<file path="src/rtl/fht_pkg.sv">
// Shared constants for the FHT datapath: coefficient encodings and rounding mode.
package fht_pkg;

  localparam int unsigned FHT_FRAC           = 8;
  localparam int unsigned FHT_COEF_SQRT2     = 362;
  localparam int unsigned FHT_COEF_INV_SQRT2 = 181;

  typedef enum logic {
    RoundTrunc    = 1'b0,
    RoundHalfAway = 1'b1
  } round_mode_e;

endpackage

</file>
<file path="src/rtl/fht_scale_round.sv">
// Final multiplier stage: drop FRAC fractional bits of |a|*COEF, optionally round, restore sign.
module fht_scale_round
  import fht_pkg::*;
#(
  parameter int unsigned N     = 8,
  parameter int unsigned FRAC  = FHT_FRAC,
  parameter int unsigned ROUND = 0
) (
  input  logic            sign_i,
  input  logic [N+FRAC:0] prod_i,
  output logic [N:0]      p_o
);

  localparam round_mode_e Mode = (ROUND != 0) ? RoundHalfAway : RoundTrunc;
  // Rounding on the magnitude gives round-half-away-from-zero once the sign is restored.
  localparam logic [N+FRAC:0] Half =
      (Mode == RoundHalfAway) ? ((N+FRAC+1)'(1) << (FRAC - 1)) : '0;

  logic [N+FRAC:0] biased;
  logic [N:0]      q;

  always_comb begin
    biased = prod_i + Half;
    q      = (N+1)'(biased >> FRAC);
    p_o    = sign_i ? -q : q;
  end

endmodule

</file>
<file path="src/rtl/fht_const_mult_pipe.sv">
// Three-stage signed multiply by a selectable FHT constant with valid/ready flow control.
module fht_const_mult_pipe
  import fht_pkg::*;
#(
  parameter int unsigned N      = 8,
  parameter int unsigned FRAC   = FHT_FRAC,
  parameter int unsigned COEF_A = FHT_COEF_SQRT2,
  parameter int unsigned COEF_B = FHT_COEF_INV_SQRT2,
  parameter int unsigned ROUND  = 0
) (
  input  logic         clk,
  input  logic         rstn,
  input  logic         in_valid,
  output logic         in_ready,
  input  logic [N-1:0] in_a,
  input  logic         in_sel,
  output logic         out_valid,
  input  logic         out_ready,
  output logic [N:0]   out_p
);

  localparam int unsigned PW = N + FRAC + 1;
  localparam logic [PW-1:0] CoefA = PW'(COEF_A);
  localparam logic [PW-1:0] CoefB = PW'(COEF_B);

  logic          en;
  logic          s1_valid_q, s1_sign_q, s1_sel_q;
  logic [N-1:0]  s1_mag_q, s1_mag_d;
  logic          s2_valid_q, s2_sign_q;
  logic [PW-1:0] s2_prod_q, s2_prod_d;
  logic          out_valid_q;
  logic [N:0]    out_p_q, out_p_d;

  // Whole pipe advances in lockstep; bubbles are kept, so latency is fixed.
  assign en       = ~out_valid_q | out_ready;
  assign in_ready = en;

  always_comb begin
    // N-bit unsigned magnitude holds 2^(N-1) for the most negative input.
    s1_mag_d  = in_a[N-1] ? -in_a : in_a;
    s2_prod_d = PW'(s1_mag_q) * (s1_sel_q ? CoefB : CoefA);
  end

  fht_scale_round #(
    .N     (N),
    .FRAC  (FRAC),
    .ROUND (ROUND)
  ) u_scale_round (
    .sign_i (s2_sign_q),
    .prod_i (s2_prod_q),
    .p_o    (out_p_d)
  );

  always_ff @(posedge clk or negedge rstn) begin
    if (!rstn) begin
      s1_valid_q  <= 1'b0;
      s1_sign_q   <= 1'b0;
      s1_sel_q    <= 1'b0;
      s1_mag_q    <= '0;
      s2_valid_q  <= 1'b0;
      s2_sign_q   <= 1'b0;
      s2_prod_q   <= '0;
      out_valid_q <= 1'b0;
      out_p_q     <= '0;
    end else if (en) begin
      s1_valid_q  <= in_valid;
      s1_sign_q   <= in_a[N-1];
      s1_sel_q    <= in_sel;
      s1_mag_q    <= s1_mag_d;
      s2_valid_q  <= s1_valid_q;
      s2_sign_q   <= s1_sign_q;
      s2_prod_q   <= s2_prod_d;
      out_valid_q <= s2_valid_q;
      // A bubble leaves the last result on out_p.
      if (s2_valid_q) begin
        out_p_q <= out_p_d;
      end
    end
  end

  assign out_valid = out_valid_q;
  assign out_p     = out_p_q;

endmodule

</file>
<file path="config.mk">
export PLATFORM = sky130hd
export DESIGN_NAME = fht_const_mult_pipe
export DESIGN_NICKNAME = d
export VERILOG_FILES = /design/src/rtl/fht_pkg.sv /design/src/rtl/fht_scale_round.sv /design/src/rtl/fht_const_mult_pipe.sv
export SDC_FILE = /design/constraint.sdc
export NUM_CORES = 1
export LEC_CHECK = 0
export BUFFER_PORTS_ARGS = -buffer_cell sky130_fd_sc_hd__buf_2
export CAP_MARGIN = 10
export CELL_PAD_IN_SITES_DETAIL_PLACEMENT = 0
export CELL_PAD_IN_SITES_GLOBAL_PLACEMENT = 2
export CORE_UTILIZATION = 41
export CTS_CLUSTER_SIZE = 28
export DETAILED_ROUTE_END_ITERATION = 6
export HOLD_SLACK_MARGIN = 0.12
export PLACE_DENSITY_LB_ADDON = 0.1
export SLEW_MARGIN = 10
export SYNTH_ARGS = -nofsm -noshare
export SYNTH_HDL_FRONTEND = slang
export SYNTH_SLANG_ARGS = --single-unit
export TNS_END_PERCENT = 20
</file>
<file path="constraint.sdc">
create_clock -name clk -period 7.9 [get_ports clk]
set_input_delay 0.395 -clock clk [delete_from_list [all_inputs] [get_ports clk]]
set_output_delay 0.395 -clock clk [all_outputs]
set_load 0.01 [all_outputs]
</file>
== After elaboration in Yosys (flattened, before gate mapping) ==
Cells that the tools add are included.
Storage, ports and cells
  bits in registers: 40
  input bits: 13
  output and inout bits: 11
  logic and storage cells: 18
Cells by class
  $add $sub $neg: 2
  multipliers: 1
  muxes and demuxes: 3
  bitwise logic cells: 2
  reduce and logical (&&, ||, !) cells: 1
Operators by type and width (count)
  9-bit two-way mux: 2
  8-bit by 9-bit multiplier with 17-bit output: 1
  9-bit negator: 1
  8-bit two-way mux: 1
  8-bit negator: 1
  2-bit AND reduction: 1
  1-bit NOT: 1
  1-bit bitwise OR: 1

== Longest topological paths before layout ==
Gate-level depths: netlist (run 1).
  depth after elaboration: 3
  mapped depth: 19
  mapped depth without buffers: 16

== Cells and area by module ==
From an unflattened synthesis (run 1), not the netlist that was laid out.
Unflattened totals
  cell total of the unflattened synthesis: 412
  area total of the unflattened synthesis: 3742.3 um2
By module, submodules not included
  fht_const_mult_pipe: times used 1, cells an instance 386, area each 3560.9 um2, sequential area each 1001.0 um2
  fht_scale_round: times used 1, cells an instance 26, area each 181.4 um2, sequential area each 0.0 um2

== Worst setup path after synthesis (run 1) ==
OpenSTA, ideal clock, no wires.
  path kind: register to register
  from: reg s1_sel_q
  to: reg s2_prod_q[16]
  library setup time: 0.087 ns
  arrival: 4.319 ns
  data required time: 7.813 ns
  slack: 3.495 ns
  cell stages (with the launch flop): 19
  buffers on the path: 2
  period minus slack after synthesis: 4.405 ns
  path through: dfrtp_1 > clkbuf_1 > clkbuf_1 > nand2b_1 > nand2_1 > ha_1 > inv_1 > fa_1 > inv_1 > fa_1 > inv_1 > fa_1 > inv_1 > ha_1 > a21o_1 > a21o_1 > a21o_1 > a311o_1 > o211ai_1
Between the ends
  longest elaborated chain between the ends: 2
Ends and longest elaborated chain
  start, declared: RTL line fht_const_mult_pipe.sv:27  | logic s1_valid_q, s1_sign_q, s1_sel_q;
  start signal, assigned: RTL line fht_const_mult_pipe.sv:68  | s1_sel_q <= in_sel;
  9-bit two-way mux: RTL line fht_const_mult_pipe.sv:41  | s2_prod_d = PW'(s1_mag_q) * (s1_sel_q ? CoefB : CoefA);
  8-bit by 9-bit multiplier with 17-bit output: RTL line fht_const_mult_pipe.sv:41
  end signal, assigned: RTL line fht_const_mult_pipe.sv:72  | s2_prod_q <= s2_prod_d;
  end, declared: RTL line fht_const_mult_pipe.sv:30  | logic [PW-1:0] s2_prod_q, s2_prod_d;
Every way passes these cells.
A chain may end at the register's enable or synchronous reset.

== Final worst setup path (run 1) ==
Ends and elaborated chain as after synthesis.

==> summary.txt, run 1 <==
Final Max Slew Viols - 0
Hold WC Path Type - input pin to async pin
grt ovf - 0
post-route minimum period - 4.47 ns
drt pass-1 iters - 4
Synth area leader - dfrtp_1
Clock Path Buffers - 2
CTS tree - yes
post-CTS setup buffer count - 0
Routed WL per cell - 13.6 µm
fraction of layout cells with a size suffix above 1 - 9.77%
Slowest-stage cell, CP - dfrtp_1
area share of the largest cell type after synthesis - 24.1%
Max-cap violations - 0
Area growth syn-to-layout - 8.77%
die area - 0.00847 mm²
Post-route DRC - 0
total core area - 0.00777 mm²
TNS Setup - 0 ns
fraction of registers with async set/reset - 100%
H-tree Lvls - 2
compound-gate portion of the synthesized area - 13.2%
placement row count - 32
clock buffer count from CTS - 5
worst path arrival time - 4.69 ns
# setup viols final - 0
critical path launch point type - flip-flop
cts repair resizes - 0
Clock Sinks - 32
vias after detailed routing - 2,449
#FFs+latches synth - 32
Synth Area per Inst - 8.68 µm²
Seq/Total Area, Yosys - 24.1%
most common cell after layout, fill and taps aside - inv_1
commonest cells after routing, fill and taps aside - inv_1, nand2_1, ha_1
Hold Buf Count CTS - 0
global-route wire length before repair - 11.8 mm
CP cell instances - nand2b_1 -> nand2_1 -> ha_1 -> inv_1 -> fa_1 -> inv_1 -> fa_1 -> inv_1 -> fa_1 -> inv_1 -> ha_1 -> a21o_1 -> a21o_1 -> a21o_1 -> a311o_1 -> o211ai_1
largest family of logic cells by synthesized area - adder cells
Worst Path Max Fanout - 20
Layout Nets - 477
Post-Synth XOR/XNOR Area - 3.95%
vias per cell - 4.89
Total Wirelength - 6.81 mm
initial DRC count - 50
most frequent CP cell - inv_1
vias in the first global route - 2,442
Worst EP required - 8.12 ns
post-synthesis adder-cell area fraction - 31.4%
initial antenna violation count - 0
critical path capture point type - flip-flop
post-DP HPWL - 5.57 mm
Diodes inserted - 0
Final Hold Vio Count - 0
Ys Warns - 0
period utilization - 56.6%
RSZ-0062 raised after global routing - false
Worst slew margin - 29.7%
CP max stage delay - 0.64 ns
mapped cell area - 0.00332 mm²
post-synthesis mux area share - 1.28%
io pins - 24
cells after synthesis - 383
synth unique cells - 45
Post-synth EDFFs - 0
gp weighted congestion - 0.825
measured slew at the worst slew-check pin - 1.05 ns
die width - 92.0 µm
Fin Clk Skew - 0.0155 ns
Fmax - 224 MHz
antenna violation net count after detailed routing - 0
pin count of the biggest net entering global routing - 34
clk_lat worst skew - 0.30 ns
clk slew on worst S/H paths - 0.08 ns
Filler cells - 810
ys flop type - dfrtp_1
height of the die - 92.0 µm
run status - finished clean
Initial Util - 42.8%
Post-Synth Simple-Gate Area - 16.0%
clk root buf - clkbuf_8
ranking of synthesized cells by area - dfrtp_1, fa_1, ha_1
Total GRT Usage - 18.0%
IO buf count - 23
hold slack - 0.163 ns
WS Path Type - flip-flop to flip-flop
## sequential cells by signal (all words and copies together), names as in the netlist
signal      cells
s2_valid_q      1
out_p           9
s2_prod_q       9
s1_sign_q       1
out_valid       1
s1_mag_q        8
s2_sign_q       1
s1_sel_q        1
s1_valid_q      1
## layer usage
layer	vias to the layer above	GRT usage, %	part of all wire (%)
met3	6	3.73	1.9
met1	1162	24.7	50
li1	1257	-	-
met5	-	0	0
met2	24	29.6	47
met4	0	3.39	0.97
## final timing paths
kind,start,to,slack [ns],depth (start not counted)
min in group clk,in_valid,s1_valid_q,0.29,3
worst max register to register,s1_sel_q,s2_prod_q[16],3.43,16
worst min-delay path,rstn,out_p[2],0.16,1
max in group asynchronous,rstn,s2_prod_q[8],7.24,1
worst max-delay path,s1_sel_q,s2_prod_q[16],3.43,16
worst min register to register,s1_valid_q,s1_valid_q,0.47,2
## through the flow
stage          utilization (%)  instances  area [µm²]  setup WS (ns)
4_1_cts                   46.5        501        3610           3.42
5_1_grt                   46.5        501        3610           3.10
3_5_place_dp              45.1        493        3500           3.43
2_1_floorplan                -        386        3330           3.49
3_3_place_gp              45.1        493        3500           3.50
6_report                  46.5        501        3610           3.43
## cell families after synthesis
group	after synthesis
buffers and inverters	85
DFF	32
adders and majority gates	66
and+or+nand+nor	112
AOI/OAI and AO/OA	67
other	2
muxes	4
xor gates and xnor gates	15
## critical path, delay by kind of cell (launching register included)
kind	cells	cell delay, ns
fa+ha+maj	5	2.20
compound gates	5	1.03
flops	1	0.64
simple gates	2	0.33
buf+inv	4	0.21
## area by class of cell
cell class,instances,area [µm²],area share [%]
Clock buffer,5,68.8,1.90
Multi-Input combinational cell,269,2210,61.1
Tap cell,102,128,3.53
Clock inverter,3,42.5,1.18
Inverter,67,251,6.96
Timing Repair Buffer,23,115,3.18
Sequential cell,32,801,22.2
## cell usage after synthesis, types with 3 or more instances
| master | n |
|---|---|
| nand2_1 | 46 |
| a21o_1 | 6 |
| xnor2_1 | 4 |
| nor3_1 | 4 |
| buf_2 | 3 |
| nand2b_1 | 6 |
| nor2b_1 | 7 |
| xor2_1 | 11 |
| fa_1 | 29 |
| nor2_1 | 20 |
| o21ai_0 | 15 |
| or2_2 | 3 |
| and2_1 | 8 |
| clkbuf_1 | 12 |
| o31ai_1 | 4 |
| inv_1 | 67 |
| dfrtp_1 | 32 |
| a21oi_1 | 26 |
| nand3_1 | 5 |
| and3_1 | 3 |
| ha_1 | 37 |
Power of run 1 is not shown: default switching activity piles up to over one toggle a cycle in this logic, so the estimate is an artifact.
==> run 2, diff against run 1 <==
--- a/config.mk
+++ b/config.mk
@@ -9,7 +9,7 @@
 export CAP_MARGIN = 10
 export CELL_PAD_IN_SITES_DETAIL_PLACEMENT = 0
 export CELL_PAD_IN_SITES_GLOBAL_PLACEMENT = 2
-export CORE_UTILIZATION = 41
+export CORE_UTILIZATION = 34
 export CTS_CLUSTER_SIZE = 28
 export DETAILED_ROUTE_END_ITERATION = 6
 export HOLD_SLACK_MARGIN = 0.12
==> constraint.sdc (replaced) <==
create_clock -name clk -period 3.9 [get_ports clk]
set_input_delay 0.195 -clock clk [delete_from_list [all_inputs] [get_ports clk]]
set_output_delay 0.195 -clock clk [all_outputs]
set_load 0.01 [all_outputs]
==> run 2 against run 1 <==
The run now ends with negative setup slack left. Global-route usage fell by 1.5 points. Clock-buffer cell count up 2. Utilization fell by 0.98 points. Clock skew is 0.0063 ns lower. Sequential cell count stayed put. Non-clock buffer count up 58. Final cell count increased by 17%. Setup slack worse by 3.6 ns. Hold slack improved by 0.050 ns. Critical path type unchanged. Critical endpoint is now s2_prod_q[12]. Largest cell class unchanged. Highest routed layer unchanged.
==> summary.txt, run 2 (synthesized netlist as in run 1, its figures left out) <==
run status - finished with violations
failing checks - negative setup slack
post-DP HPWL - 6.26 mm (+12%)
commonest cells after routing, fill and taps aside - inv_1, buf_4, nand2_1
die width - 101 µm (+9.6%)
dpl ws - -0.233 ns (-3.67 ns)
post-placement cell count - 567 (+15%)
Worst slew margin - 51.0% (+21 points)
worst path arrival time - 4.23 ns (-0.46 ns)
Final Max Slew Viols - 0 (unchanged)
Final Hold Vio Count - 0 (unchanged)
hold depth - 3
drt pass-1 iters - 5 (+1)
placed cell area - 0.00396 mm² (+13%)
Clock Path Buffers - 2 (unchanged)
reg2reg end - s2_prod_q[12]
Total GRT Usage - 16.5% (-1.5 points)
placement row count - 35 (+9.4%)
initial antenna violation count - 0 (unchanged)
initial DRC count - 42 (-16%)
# setup viols final - 7 (+7)
antenna violation net count after detailed routing - 0 (unchanged)
H-tree Lvls - 2 (unchanged)
Setup WS post-layout - -0.149 ns (-3.58 ns)
clk slew on worst S/H paths - 0.07 ns (about the same)
clock buffer count from CTS - 5 (unchanged)
Diodes inserted - 0 (unchanged)
measured slew at the worst slew-check pin - 0.735 ns (-0.320 ns)
Storage cell area - 802 µm² (+0.16%)
period utilization - 104% (+47 points)
fraction of layout cells with a size suffix above 1 - 27.9% (+18 points)
Max-cap violations - 0 (unchanged)
crit path launch - s1_sel_q
Clock Sinks - 32 (unchanged)
reg-to-reg startpoint - s1_sel_q
Worst EP required - 4.08 ns (-4.04 ns)
CTS tree - yes
Area growth syn-to-layout - 28.5%
Layout Nets - 535 (+12%)
final non-filler cell total - 585 (+17%)
Post-route DRC - 0 (unchanged)
critical path capture point type - flip-flop
Hold WC Path Type - input pin to flip-flop
last element of the critical path - s2_prod_q[12]
grt ovf - 0 (unchanged)
hold slack - 0.213 ns (+0.0499 ns)
vias per cell - 4.57 (-6.5%)
Multi-input gate area - 0.00238 mm² (+7.8%)
clk_lat worst skew - 0.28 ns (-0.02 ns)
Total Wirelength - 7.74 mm (+14%)
Fmax - 247 MHz (+10%)
Filler cells - 986 (+22%)
die area - 0.0102 mm² (+20%)
IO buf count - 23 (unchanged)
io pins - 24 (unchanged)
FF-to-FF path depth - 15 (-1)
clk root buf - clkbuf_8
WS Path Type - flip-flop to flip-flop
Fin Clk Skew - 0.00924 ns (-0.00627 ns)
critical path launch point type - flip-flop
most common cell after layout, fill and taps aside - inv_1
Initial Util - 35.5% (-7.3 points)
global-route wire length before repair - 12.9 mm (+9.1%)
Routed WL per cell - 13.2 µm (-2.6%)
pin count of the biggest net entering global routing - 34 (unchanged)
Final Cell Area - 0.00427 mm² (+18%)
vias after detailed routing - 2,675 (+9.2%)
flop2flop setup slack - -0.15 ns (-3.58 ns)
vias in the first global route - 2,707 (+11%)
post-route minimum period - 4.05 ns (-0.425 ns)
Worst Path Max Fanout - 8 (-60%)
gp weighted congestion - 0.861 (+4.3%)
total core area - 0.00937 mm² (+21%)
height of the die - 101 µm (+9.6%)
RSZ-0062 raised after global routing - true
run 2: layout make-up:
type	instances	area share [%]
clock buffers	7	2.26
inverters	67	5.89
multi-input cells	269	55.7
flip-flops and latches	32	18.8
well taps	129	3.78
repair buffers	81	13.5
run 2: per-layer routing:
| metal | GRT usage [%] | wire [µm] | vias up |
|---|---|---|---|
| met5 | 0 | 0 | - |
| li1 | - | - | 1376 |
| met2 | 28.9 | 3860 | 38 |
| met4 | 3.01 | 55 | 0 |
| met3 | 2.77 | 161 | 7 |
| met1 | 21.5 | 3670 | 1254 |
run 2: what timing repair did:
action                                  in CTS  in global routing
endpoints found under the setup margin       9                  9
setup buffers                                8                  0
pin swaps                                    9                  7
hold buffers                                 3                  0
endpoints found under the hold margin       34                  0
gates resized for setup                      8                 14
run 2: metrics by stage:
step	setup TNS, ns	util, %
2_1_floorplan	-0.210	-
3_3_place_gp	-0.788	42.3
3_5_place_dp	-1.25	42.3
4_1_cts	-0.700	44.7
5_1_grt	-1.86	45.6
6_report	-0.564	45.6
run 2: worst max-delay path, cell delays in order, from the launching register on:
cell and delay, ns:
dfrtp_2 0.45, buf_6 0.15, nor2b_4 0.12, fa_1 0.44
fa_1 0.47, fa_1 0.49, inv_1 0.05, fa_1 0.49
inv_2 0.05, ha_4 0.23, a21oi_2 0.14, and2_4 0.18
a21boi_4 0.07, buf_12 0.13, a2111o_1 0.35, and3_1 0.15
run 2: worst min path at each step:
| stage | from | slack (ns) | end |
|---|---|---|---|
| floorplan | rstn | -0.10 | out_p[0] |
| global placement | rstn | 0.30 | out_p[4] |
| detailed placement | rstn | 0.31 | out_p[4] |
| global route | in_a[7] | 0.22 | s1_sign_q |
| CTS | in_a[7] | 0.20 | s1_sign_q |
| finish | in_a[7] | 0.21 | s1_sign_q |
Power of run 2 is left out for the same reason.
